$ cat src/rtl/store_w_gate_if.sv
// Bundle of the store-unit-facing and AXI-facing handshake signals around the W gate.
// "slave" is the gate's view, "master" is the surrounding environment's view.
interface store_w_gate_if #(
   parameter int AxiDataWidth   = 128,
   parameter int MaxOutstanding = 8,
   parameter int LenWidth       = 8
);
   localparam int StrbWidth = AxiDataWidth / 8;
   localparam int CntW      = $clog2(MaxOutstanding) + 1;

   logic                    aw_valid_i;
   logic                    aw_ready_o;
   logic [LenWidth-1:0]     aw_len_i;
   logic                    aw_valid_o;
   logic                    aw_ready_i;
   logic [LenWidth-1:0]     aw_len_o;
   logic                    w_valid_i;
   logic                    w_ready_o;
   logic [AxiDataWidth-1:0] w_data_i;
   logic [StrbWidth-1:0]    w_strb_i;
   logic                    w_valid_o;
   logic                    w_ready_i;
   logic [AxiDataWidth-1:0] w_data_o;
   logic [StrbWidth-1:0]    w_strb_o;
   logic                    w_last_o;
   logic                    b_valid_i;
   logic                    b_ready_o;
   logic [1:0]              b_resp_i;
   logic                    clr_err_i;
   logic                    idle_o;
   logic                    err_o;
   logic [CntW-1:0]         outstanding_o;

   modport slave (
      input  aw_valid_i, aw_len_i, aw_ready_i, w_valid_i, w_data_i, w_strb_i,
             w_ready_i, b_valid_i, b_resp_i, clr_err_i,
      output aw_ready_o, aw_valid_o, aw_len_o, w_ready_o, w_valid_o, w_data_o,
             w_strb_o, w_last_o, b_ready_o, idle_o, err_o, outstanding_o
   );

   modport master (
      output aw_valid_i, aw_len_i, aw_ready_i, w_valid_i, w_data_i, w_strb_i,
             w_ready_i, b_valid_i, b_resp_i, clr_err_i,
      input  aw_ready_o, aw_valid_o, aw_len_o, w_ready_o, w_valid_o, w_data_o,
             w_strb_o, w_last_o, b_ready_o, idle_o, err_o, outstanding_o
   );
endinterface

$ cat src/rtl/store_w_gate.sv
// Pairs store-unit W beats with accepted AW bursts, generates WLAST from the recorded
// burst length, bounds outstanding bursts and tracks B completion / sticky error.
module store_w_gate #(
   parameter int AxiDataWidth   = 128,
   parameter int MaxOutstanding = 8,
   parameter int LenWidth       = 8
) (
   input logic           clk_i,
   input logic           rst_i,
   store_w_gate_if.slave bus
);
   localparam int PtrW = $clog2(MaxOutstanding);
   localparam int CntW = PtrW + 1;

   logic [CntW-1:0]     out_cnt;
   logic [CntW-1:0]     fifo_cnt;
   logic [PtrW-1:0]     wr_ptr;
   logic [PtrW-1:0]     rd_ptr;
   logic [LenWidth-1:0] len_mem [MaxOutstanding];
   logic [LenWidth-1:0] beat_cnt;
   logic                err_q;

   logic credit, has_head, w_last, aw_hs, w_hs, pop, b_hs;
   logic unused_resp;

   assign credit   = out_cnt < CntW'(MaxOutstanding);
   assign has_head = fifo_cnt != '0;
   assign w_last   = has_head && (beat_cnt == len_mem[rd_ptr]);

   assign bus.aw_valid_o = bus.aw_valid_i & credit;
   assign bus.aw_ready_o = bus.aw_ready_i & credit;
   assign bus.aw_len_o   = bus.aw_len_i;

   assign bus.w_valid_o = bus.w_valid_i & has_head;
   assign bus.w_ready_o = bus.w_ready_i & has_head;
   assign bus.w_data_o  = bus.w_data_i;
   assign bus.w_strb_o  = bus.w_strb_i;
   assign bus.w_last_o  = w_last;

   // B only needs a nonzero count; credit returns a cycle later via out_cnt.
   assign bus.b_ready_o = out_cnt != '0;

   assign aw_hs = bus.aw_valid_o & bus.aw_ready_i;
   assign w_hs  = bus.w_valid_o & bus.w_ready_i;
   assign pop   = w_hs & w_last;
   assign b_hs  = bus.b_valid_i & bus.b_ready_o;

   assign bus.idle_o        = (out_cnt == '0) && (fifo_cnt == '0);
   assign bus.err_o         = err_q;
   assign bus.outstanding_o = out_cnt;
   assign unused_resp       = bus.b_resp_i[0];

   always_ff @(posedge clk_i) begin
      if (aw_hs) len_mem[wr_ptr] <= bus.aw_len_i;
   end

   always_ff @(posedge clk_i) begin
      if (rst_i) begin
         out_cnt  <= '0;
         fifo_cnt <= '0;
         wr_ptr   <= '0;
         rd_ptr   <= '0;
         beat_cnt <= '0;
         err_q    <= 1'b0;
      end else begin
         if (aw_hs) wr_ptr <= wr_ptr + PtrW'(1);
         if (pop) begin
            rd_ptr   <= rd_ptr + PtrW'(1);
            beat_cnt <= '0;
         end else if (w_hs) begin
            beat_cnt <= beat_cnt + LenWidth'(1);
         end

         // Occupancy never exceeds out_cnt, so the len FIFO cannot overflow.
         case ({aw_hs, pop})
            2'b10:   fifo_cnt <= fifo_cnt + CntW'(1);
            2'b01:   fifo_cnt <= fifo_cnt - CntW'(1);
            default: fifo_cnt <= fifo_cnt;
         endcase

         case ({aw_hs, b_hs})
            2'b10:   out_cnt <= out_cnt + CntW'(1);
            2'b01:   out_cnt <= out_cnt - CntW'(1);
            default: out_cnt <= out_cnt;
         endcase

         // A new error wins over a same-cycle clear.
         if (b_hs && bus.b_resp_i[1]) err_q <= 1'b1;
         else if (bus.clr_err_i)      err_q <= 1'b0;
      end
   end
endmodule

$ cat src/flat_wrapper.sv
// flat-port wrapper written by rule: the top's interface ports become plain ports
module store_w_gate_flat 
#(
   parameter int AxiDataWidth   = 128,
   parameter int MaxOutstanding = 8,
   parameter int LenWidth       = 8
)
  (clk_i, rst_i, bus_aw_valid_i, bus_aw_len_i, bus_aw_ready_i, bus_w_valid_i, bus_w_data_i, bus_w_strb_i, bus_w_ready_i, bus_b_valid_i, bus_b_resp_i, bus_clr_err_i, bus_aw_ready_o, bus_aw_valid_o, bus_aw_len_o, bus_w_ready_o, bus_w_valid_o, bus_w_data_o, bus_w_strb_o, bus_w_last_o, bus_b_ready_o, bus_idle_o, bus_err_o, bus_outstanding_o);
  store_w_gate_if #(.AxiDataWidth(AxiDataWidth), .MaxOutstanding(MaxOutstanding), .LenWidth(LenWidth)) bus_i ();
  input logic clk_i;
  input logic rst_i;
  input wire logic [$bits(bus_i.aw_valid_i)-1:0] bus_aw_valid_i;
  input wire logic [$bits(bus_i.aw_len_i)-1:0] bus_aw_len_i;
  input wire logic [$bits(bus_i.aw_ready_i)-1:0] bus_aw_ready_i;
  input wire logic [$bits(bus_i.w_valid_i)-1:0] bus_w_valid_i;
  input wire logic [$bits(bus_i.w_data_i)-1:0] bus_w_data_i;
  input wire logic [$bits(bus_i.w_strb_i)-1:0] bus_w_strb_i;
  input wire logic [$bits(bus_i.w_ready_i)-1:0] bus_w_ready_i;
  input wire logic [$bits(bus_i.b_valid_i)-1:0] bus_b_valid_i;
  input wire logic [$bits(bus_i.b_resp_i)-1:0] bus_b_resp_i;
  input wire logic [$bits(bus_i.clr_err_i)-1:0] bus_clr_err_i;
  output wire logic [$bits(bus_i.aw_ready_o)-1:0] bus_aw_ready_o;
  output wire logic [$bits(bus_i.aw_valid_o)-1:0] bus_aw_valid_o;
  output wire logic [$bits(bus_i.aw_len_o)-1:0] bus_aw_len_o;
  output wire logic [$bits(bus_i.w_ready_o)-1:0] bus_w_ready_o;
  output wire logic [$bits(bus_i.w_valid_o)-1:0] bus_w_valid_o;
  output wire logic [$bits(bus_i.w_data_o)-1:0] bus_w_data_o;
  output wire logic [$bits(bus_i.w_strb_o)-1:0] bus_w_strb_o;
  output wire logic [$bits(bus_i.w_last_o)-1:0] bus_w_last_o;
  output wire logic [$bits(bus_i.b_ready_o)-1:0] bus_b_ready_o;
  output wire logic [$bits(bus_i.idle_o)-1:0] bus_idle_o;
  output wire logic [$bits(bus_i.err_o)-1:0] bus_err_o;
  output wire logic [$bits(bus_i.outstanding_o)-1:0] bus_outstanding_o;
  assign bus_i.aw_valid_i = bus_aw_valid_i;
  assign bus_i.aw_len_i = bus_aw_len_i;
  assign bus_i.aw_ready_i = bus_aw_ready_i;
  assign bus_i.w_valid_i = bus_w_valid_i;
  assign bus_i.w_data_i = bus_w_data_i;
  assign bus_i.w_strb_i = bus_w_strb_i;
  assign bus_i.w_ready_i = bus_w_ready_i;
  assign bus_i.b_valid_i = bus_b_valid_i;
  assign bus_i.b_resp_i = bus_b_resp_i;
  assign bus_i.clr_err_i = bus_clr_err_i;
  assign bus_aw_ready_o = bus_i.aw_ready_o;
  assign bus_aw_valid_o = bus_i.aw_valid_o;
  assign bus_aw_len_o = bus_i.aw_len_o;
  assign bus_w_ready_o = bus_i.w_ready_o;
  assign bus_w_valid_o = bus_i.w_valid_o;
  assign bus_w_data_o = bus_i.w_data_o;
  assign bus_w_strb_o = bus_i.w_strb_o;
  assign bus_w_last_o = bus_i.w_last_o;
  assign bus_b_ready_o = bus_i.b_ready_o;
  assign bus_idle_o = bus_i.idle_o;
  assign bus_err_o = bus_i.err_o;
  assign bus_outstanding_o = bus_i.outstanding_o;
  store_w_gate #(.AxiDataWidth(AxiDataWidth), .MaxOutstanding(MaxOutstanding), .LenWidth(LenWidth)) u_core (.clk_i(clk_i), .rst_i(rst_i), .bus(bus_i));
endmodule
$ cat config.mk
export PLATFORM = sky130hd
export DESIGN_NAME = store_w_gate_flat
export DESIGN_NICKNAME = d
export VERILOG_FILES = /design/src/rtl/store_w_gate_if.sv /design/src/rtl/store_w_gate.sv /design/src/flat_wrapper.sv
export SDC_FILE = /design/constraint.sdc
export NUM_CORES = 1
export LEC_CHECK = 0
export CAP_MARGIN = 20
export CORE_MARGIN = 10
export CORE_UTILIZATION = 37
export DETAILED_ROUTE_END_ITERATION = 6
export PLACE_DENSITY_LB_ADDON = 0.25
export SETUP_SLACK_MARGIN = 0.4
export SYNTH_ARGS = -nofsm -noshare
export SYNTH_HDL_FRONTEND = slang
export SYNTH_SLANG_ARGS = --single-unit
$ cat constraint.sdc
create_clock -name clk_i -period 4.4 [get_ports clk_i]
set_clock_uncertainty 0.05 [all_clocks]
set_input_delay 0.44 -clock clk_i [delete_from_list [all_inputs] [get_ports clk_i]]
set_output_delay 0.44 -clock clk_i [all_outputs]
set_load 0.03 [all_outputs]
# Word level (Yosys, flattened, before mapping)
# Memories as Yosys holds them, arrays and structs flattened. A register that Yosys moved wholly into a read port is not among the register bits.
# Index checks and enable logic that the tools add are counted.
# totals
out_inout_bits	164
romBits	0
latchBits	0
inputBits	162
register_bits	23
mem_bits_rw	64
memories	1
wordCells	47
# memory_table
memory	depth	word_bits	read_ports	rd_ports_with_merged_regs	write_ports	line	text
u_core.len_mem	8	8	1	1	1	store_w_gate.sv:19	logic [LenWidth-1:0] len_mem [MaxOutstanding];
# op_classes
add_sub_neg	7
n_mux	8
bitwise	8
eq_ne	5
reduce_logical	11
order_cmp	1
n_shift	0
n_div	0
multipliers	0
# op_table
op	n
$pmux 4 s2	2
$add 4x1->4 const B	2
$add 8x1->8 const B	1
$and 1x1->1	8
$eq 8x8->1	1
$logic_not 4->1	2
$reduce_bool 4->1	2
$sub 4x1->4 const B	2
$add 3x1->3 const B	2
$mux 3	2
$reduce_bool 2->1	3
$eq 2x1->1 const B	2
$eq 2x2->1 const B	2
$lt 4x4->1 const B	1
$mux 1	4
$logic_and 1x1->1	3
$reduce_or 2->1	1

# Depth between registers and ports, before layout
# Gate-level depths: netlist (run 1).
# depth
ltp_word	6
mapped_depth	14
ltp_nobuf	12

# Worst setup path after synthesis (run 1)
# No wires, ideal clock.
# synth_timing
path_kind	register to register
from	register with a tool-made name
to	register u_core.fifo_cnt[3]
setup_slack_ps	1190
path_stages_with_launch	15
arrival_time_ps	3089
path_buffers	2
period_less_slack_ps	3210
path_cell_list	dfxtp_1 buf_6 buf_12 mux4_2 mux2i_1 xor2_1 nand2_1 nor4_4 ha_1 ha_1 a21o_1 a21oi_1 xnor2_1 or3_1 a21oi_1
# synth_rtl
item	line	text
end signal, assigned	store_w_gate.sv:76	2'b10: fifo_cnt <= fifo_cnt + CntW'(1);
end signal, assigned	store_w_gate.sv:77	2'b01: fifo_cnt <= fifo_cnt - CntW'(1);
end signal, assigned	store_w_gate.sv:78	default: fifo_cnt <= fifo_cnt;
end, declared	store_w_gate.sv:16	logic [CntW-1:0] fifo_cnt;

==> flow_summary.toml, run 1 <==
[critical_path]
critPathArrivalTime_ns = 3.19
crit_required_ns = 3.91
critical_path_class = "register to output port"
crit_path_end_kind = "output port"
crit_fanout = 10
start_kind = "register"

[grt]
antenna_found_initial = 0
grt_use_total = 0.157
grt_pass1_wl_um = 20400
grt_max_degree = 27
grt_pass1_vias = 2793
overflow = 0

[min_path]
hold_path_class = "register to register"

[power_and_ir_drop]
intPower_uw = 1480
p_per_area_mw_per_mm2 = 422
total_power_uw = 2050
leakage_uw = 0.00163
switching_share = 0.276
p_sw_uw = 565
ir_drop_uv = 538
clkPwrFrac = 0.336
power_frac_comb = 0.192
p_seq_frac = 0.471

[route]
drt_iter0_markers = 108
wire_per_inst_um = 29.8
routed_wl_um = 15500
drt-pass1-iter-count = 4
vias_per_cell = 5.03
vias = 2613
drtAntennaViolNets = 0
drc = 0

[clock_network]
clockBufferDepth = 2
cts_root_buf = "clkbuf_16"
clk_latency_ns = 0.34
cts_sinks = 90
cts-htree-levels = 3
hold_buffers = 0
cts_tree = "done"
clkSlewWorstSetupHoldPaths_ns = 0.06
cts_buffers = 9

[floorplanning]
fp.coreArea_mm2 = 0.0134
dieArea_mm2 = 0.0190
initial_core_util = 0.383
rows = 42
pin_count = 326
die_h_um = 138
fp.dieW_um = 138

[yosys]
syn-num-nets = 617
synth_cells = 444
synth_compound_area_frac = 0.0453
synth_xor_area_frac = 0.0222
synth_top_area_cell = "edfxtp_1"
synthDominantCellAreaShare = 0.374
synth-seq-cells = 90
synthMuxAreaShare = 0.0887
mappedNetlistArea_mm2 = 0.00514
synth-main-ff-cell = "edfxtp_1"
synth_area_leaders = "edfxtp_1 37%, buf_4 22%, dfxtp_1 10%"
synth_most_common_cell = "buf_4"
seq_area_frac_synth = 0.475
synth_adder_area_share = 0.0297
synth_common_cells = "152 x buf_4, 64 x edfxtp_1, 26 x dfxtp_1"
yosys.area_share.simple = 0.0943
synth_top_family_by_area = "buffers and inverters"
synth.distinct_cells = 41
yosysWarningCount = 0
synth_edf_count = 64
syn_area_per_cell_um2 = 11.6
async_reset_ff_frac = 0

[status]
status = "complete, no violations"

[layout]
ff_latch_area_mm2 = 0.00244
nNetsFinal = 513
multi_input_area_mm2 = 0.00144
nFillCells = 1299
drive_gt1_frac = 0.131
area_growth_syn_to_layout_pct = -5.50
design_area_mm2 = 0.00485
diodes = 0
final_core_util = 0.362

[sta]
hold_viol_final = 0
setup_viol = 0
drv_slew = 0
final.setup.worst_slack_ns = 0.720
fmax_mhz = 272
relSlewSlack = 0.345
period_minus_slack_ns = 3.68
final.period_utilization = 0.836
grt_setup_unrepaired = "no"
setup-tns-final_ns = 0
tightest_slew_ns = 0.978

[placed_design]
dp_hpwl_um = 12500
routabilityCongestion = 0.752
io_buffers = 36
pre_cts_ws_ns = 0.500
placed_cell_area_mm2 = 0.00458

[run]
max_cap_violations = 0
## per-layer routing
| metal | global-route usage | share of wire |
|---|---|---|
| met1 | 0.126 | 0.27 |
| met4 | 0.0545 | 0.025 |
| met3 | 0.180 | 0.24 |
| met5 | 0.0831 | 0.014 |
| met2 | 0.230 | 0.45 |
## area by class of cell
cell class	instances	share of cell area
multi-input cells	183	0.297
clock inverters	4	0.00593
flip-flops and latches	90	0.504
repair buffers	49	0.0943
clock buffers	11	0.0479
well taps	176	0.0454
inverters	7	0.00541
## critical path: stages, from the launching register on
cell and delay (ns):
dfxtp_2 0.47, buf_4 0.22, mux4_2 0.49, mux2i_1 0.26, xor2_1 0.18, nand2_1 0.12
buf_4 0.20, nor3_1 0.19, clkdlybuf4s50_1 0.71
## cells in the final DEF, fill, tap and decap left out, types with 3 or more instances in the layout
cell,instances
clkbuf_16,9
edfxtp_1,64
xor2_1,11
clkdlybuf4s50_1,36
dfxtp_1,24
mux2i_1,14
and2_1,9
nor3_1,7
nand2b_1,5
inv_1,7
nor2_1,24
ha_1,9
buf_4,13
mux4_2,12
mux2_1,3
nand3_1,4
a21oi_1,20
nor2b_1,8
o32ai_1,6
nand2_1,21
## flip-flops by register name, summed over array words and instances (netlist names), named ones only
signal                    flops
u_core.rd_ptr                 3
u_core.fifo_cnt               4
u_core.beat_cnt               8
u_core.bus.outstanding_o      4
u_core.wr_ptr                 3
u_core.len_mem               64
u_core.bus.err_o              1
## power by group through the flow
| stage | clock network, uW | registers, uW | logic (uW) |
|---|---|---|---|
| after detailed placement | 0 | 982 | 396 |
| final | 688 | 964 | 394 |
| after floorplan | 0 | 1010 | 469 |
| after global placement | 0 | 982 | 394 |
| after CTS | 707 | 964 | 400 |
| after global routing | 743 | 970 | 431 |
## final timing paths
kind | endpoint | slack (ns) | depth (start not counted) | start
worst min-delay path | u_core.wr_ptr[0]$_SDFFE_PP0P_ | 0.44 | 2 | u_core.wr_ptr[0]$_SDFFE_PP0P_
worst max register to register | u_core.fifo_cnt[3]$_SDFFE_PP0P_ | 0.77 | 13 | register
worst min register to register | u_core.wr_ptr[0]$_SDFFE_PP0P_ | 0.44 | 2 | u_core.wr_ptr[0]$_SDFFE_PP0P_
worst max-delay path | bus_w_last_o | 0.72 | 8 | register
## repair_timing
| item | in CTS | in global routing |
|---|---|---|
| endpoints found under the setup margin | 0 | 2 |
| resized for setup | 0 | 2 |
| buffers inserted | 0 | 2 |
## metrics by stage
step / std cells / hold WS (ns)
CTS: 518 / 0.442
floorplan: 444 / 0.403
global route: 520 / 0.468
global placement: 503 / 0.427
detailed placement: 503 / 0.426
finish: 520 / 0.439
## logic make-up (layout without fill, tap and decap cells)
| family | after synthesis | in the layout |
|---|---|---|
| buffers and inverters | 171 | 71 |
| xor gates and xnor gates | 13 | 13 |
| DFF | 90 | 90 |
| AOI/OAI and AO/OA | 37 | 37 |
| adders and majority gates | 11 | 11 |
| and+or+nand+nor | 92 | 92 |
| muxes | 30 | 30 |
No activity file was read; power rests on OpenSTA's default activity.
==> inputs of run 2 (changes only) <==
Clock period 4.4 ns to 3.68 ns, I/O delays scaled along.
==> flow_summary.toml, run 2 (same netlist as run 1, synthesis figures left out) <==
[layout]
regMostFlops = "u_core.len_mem"
drive_gt1_frac = 0.196
top_regs = "u_core.len_mem (64), u_core.beat_cnt (8)"
nNetsFinal = 526
nFillCells = 1271
final_common_cell = "edfxtp_1"
mostFrequentLayoutCells = "64 x edfxtp_1, 35 x clkdlybuf4s50_1, 24 x nor2_1, 24 x dfxtp_1, 21 x nand2_1"
area_growth_syn_to_layout_pct = -0.755
largest_register_ffs = 64
diodes = 0

[placed_design]
io_buffers = 36
dp_hpwl_um = 12400
routabilityCongestion = 0.790

[critical_path]
r2r_end = "u_core.fifo_cnt[3]$_SDFFE_PP0P_"
cp_num_buf_inv = 2
worstRegToRegCells = 13
slowest_stage = "mux4_2"
cp_top_family = "simple AND/OR/NAND/NOR gates"
crit_required_ns = 3.88
critical_path_class = "register to register"
crit_path_end_kind = "register"
cp_slowest_stage_delay_ns = 0.52
crit_fanout = 6
critPathArrivalTime_ns = 3.51
crit_chain = "buf_12, mux4_2, mux2i_2, xor2_1, nand4_1, nor4_4, ha_2, buf_4, ha_1, a21oi_2, xnor2_1, or3_1, a21oi_1"
start_kind = "register"
r2r_setup_slack_ns = 0.37

[route]
routed_wl_um = 15500
vias_per_cell = 5.03
vias = 2687
drt-pass1-iter-count = 4
drt_iter0_markers = 89
drtAntennaViolNets = 0
wire_per_inst_um = 29.1
drc = 0

[floorplanning]
dieArea_mm2 = 0.0190
initial_core_util = 0.383
rows = 42
pin_count = 326
fp.dieW_um = 138
die_h_um = 138
fp.coreArea_mm2 = 0.0134

[grt]
grt_use_total = 0.157
overflow = 0
antenna_found_initial = 0
grt_pass1_wl_um = 20700
grt_pass1_vias = 2894
grt_max_degree = 27

[power_and_ir_drop]
p_per_area_mw_per_mm2 = 500
leakage_uw = 0.00175
ir_drop_uv = 419

[sta]
drv_slew = 0
hold_viol_final = 0
setup-tns-final_ns = 0
period_minus_slack_ns = 3.31
grt_setup_unrepaired = "yes"
setup_viol = 0
holdWs_ns = 0.442
final.period_utilization = 0.899
fmax_mhz = 302
tightest_slew_ns = 1.01
relSlewSlack = 0.322

[min_path]
holdPathEnd = "u_core.wr_ptr[0]$_SDFFE_PP0P_"
hold_path_class = "register to register"
whs_path_depth = 2
hp-start = "u_core.wr_ptr[0]$_SDFFE_PP0P_"

[clock_network]
cts_sinks = 90
cts-htree-levels = 3
clockBufferDepth = 2
cts_tree = "done"
clk_latency_ns = 0.34
cts_root_buf = "clkbuf_16"
cts_buffers = 9
hold_buffers = 0
clkSlewWorstSetupHoldPaths_ns = 0.06

[run]
max_cap_violations = 0

[status]
status = "complete, no violations"
[run 2: changes by cell type in the layout (fill, tap and decap cells not counted), moves of 2 or more]
cell | before | now
buf_6 | 0 | 4
mux2i_4 | 0 | 3
mux2i_2 | 0 | 2
buf_4 | 13 | 20
mux2i_1 | 14 | 9
[run 2: worst reg2reg max path: cells and delay by family, from the launching register on]
family,cells,cell delay [ns]
mux,2,0.74
simple gates,3,0.78
xor+xnor,2,0.26
buf+inv,2,0.25
fa+ha+maj,2,0.49
flops,1,0.39
compound gates,2,0.28
[run 2: worst max path at each step]
stage / start / end / slack (ns) / depth (start not counted)
2_1_floorplan: register / u_core.fifo_cnt[3]$_SDFFE_PP0P_ / 0.47 / 14
5_1_grt: register / u_core.fifo_cnt[3]$_SDFFE_PP0P_ / 0.16 / 13
3_5_place_dp: register / u_core.fifo_cnt[3]$_SDFFE_PP0P_ / 0.1 / 13
4_1_cts: register / u_core.fifo_cnt[3]$_SDFFE_PP0P_ / 0.35 / 13
6_report: register / u_core.fifo_cnt[3]$_SDFFE_PP0P_ / 0.37 / 13
3_3_place_gp: register / u_core.fifo_cnt[3]$_SDFFE_PP0P_ / 0.12 / 13
[run 2: what timing repair did]
action | in CTS | in global routing
gates cloned | 1 | 0
setup endpoints to repair | 3 | 4
pin swaps | 6 | 3
setup buffers | 5 | 4
gates resized for setup | 15 | 9
[run 2: where the power goes]
part           switching (uW)  leakage [uW]  internal [uW]  total (uW)
sequential               31.7      0.000790           1120        1150
clock                     376      0.000141            527         904
combinational             288      0.000815            207         495
[run 2: area by class of cell]
| cell class | instances | area, um2 | area share |
|---|---|---|---|
| clock buffer | 10 | 229 | 0.0449 |
| clock inverter | 6 | 63.8 | 0.0125 |
| inverter | 7 | 26.3 | 0.00515 |
| multi-input combinational | 183 | 1500 | 0.295 |
| sequential | 90 | 2450 | 0.480 |
| tap | 176 | 220 | 0.0432 |
| timing repair buffer | 62 | 608 | 0.119 |
[run 2: through the flow]
stage	setup slack (ns)	utilization	power (uW)	instances	cell area, um2
after floorplan	0.470	-	1760	444	5140
after global placement	0.125	0.345	1650	508	4620
after detailed placement	0.0977	0.345	1660	508	4620
after CTS	0.347	0.376	2580	530	5040
after global routing	0.161	0.380	2670	534	5100
final	0.373	0.380	2550	534	5100
[run 2: per-layer routing]
metal | routed length, um | global-route usage | vias to the layer above
li1 | - | - | 1214
met1 | 4110 | 0.123 | 1222
met2 | 7070 | 0.239 | 209
met3 | 3770 | 0.176 | 36
met4 | 382 | 0.0556 | 6
met5 | 210 | 0.0831 | -
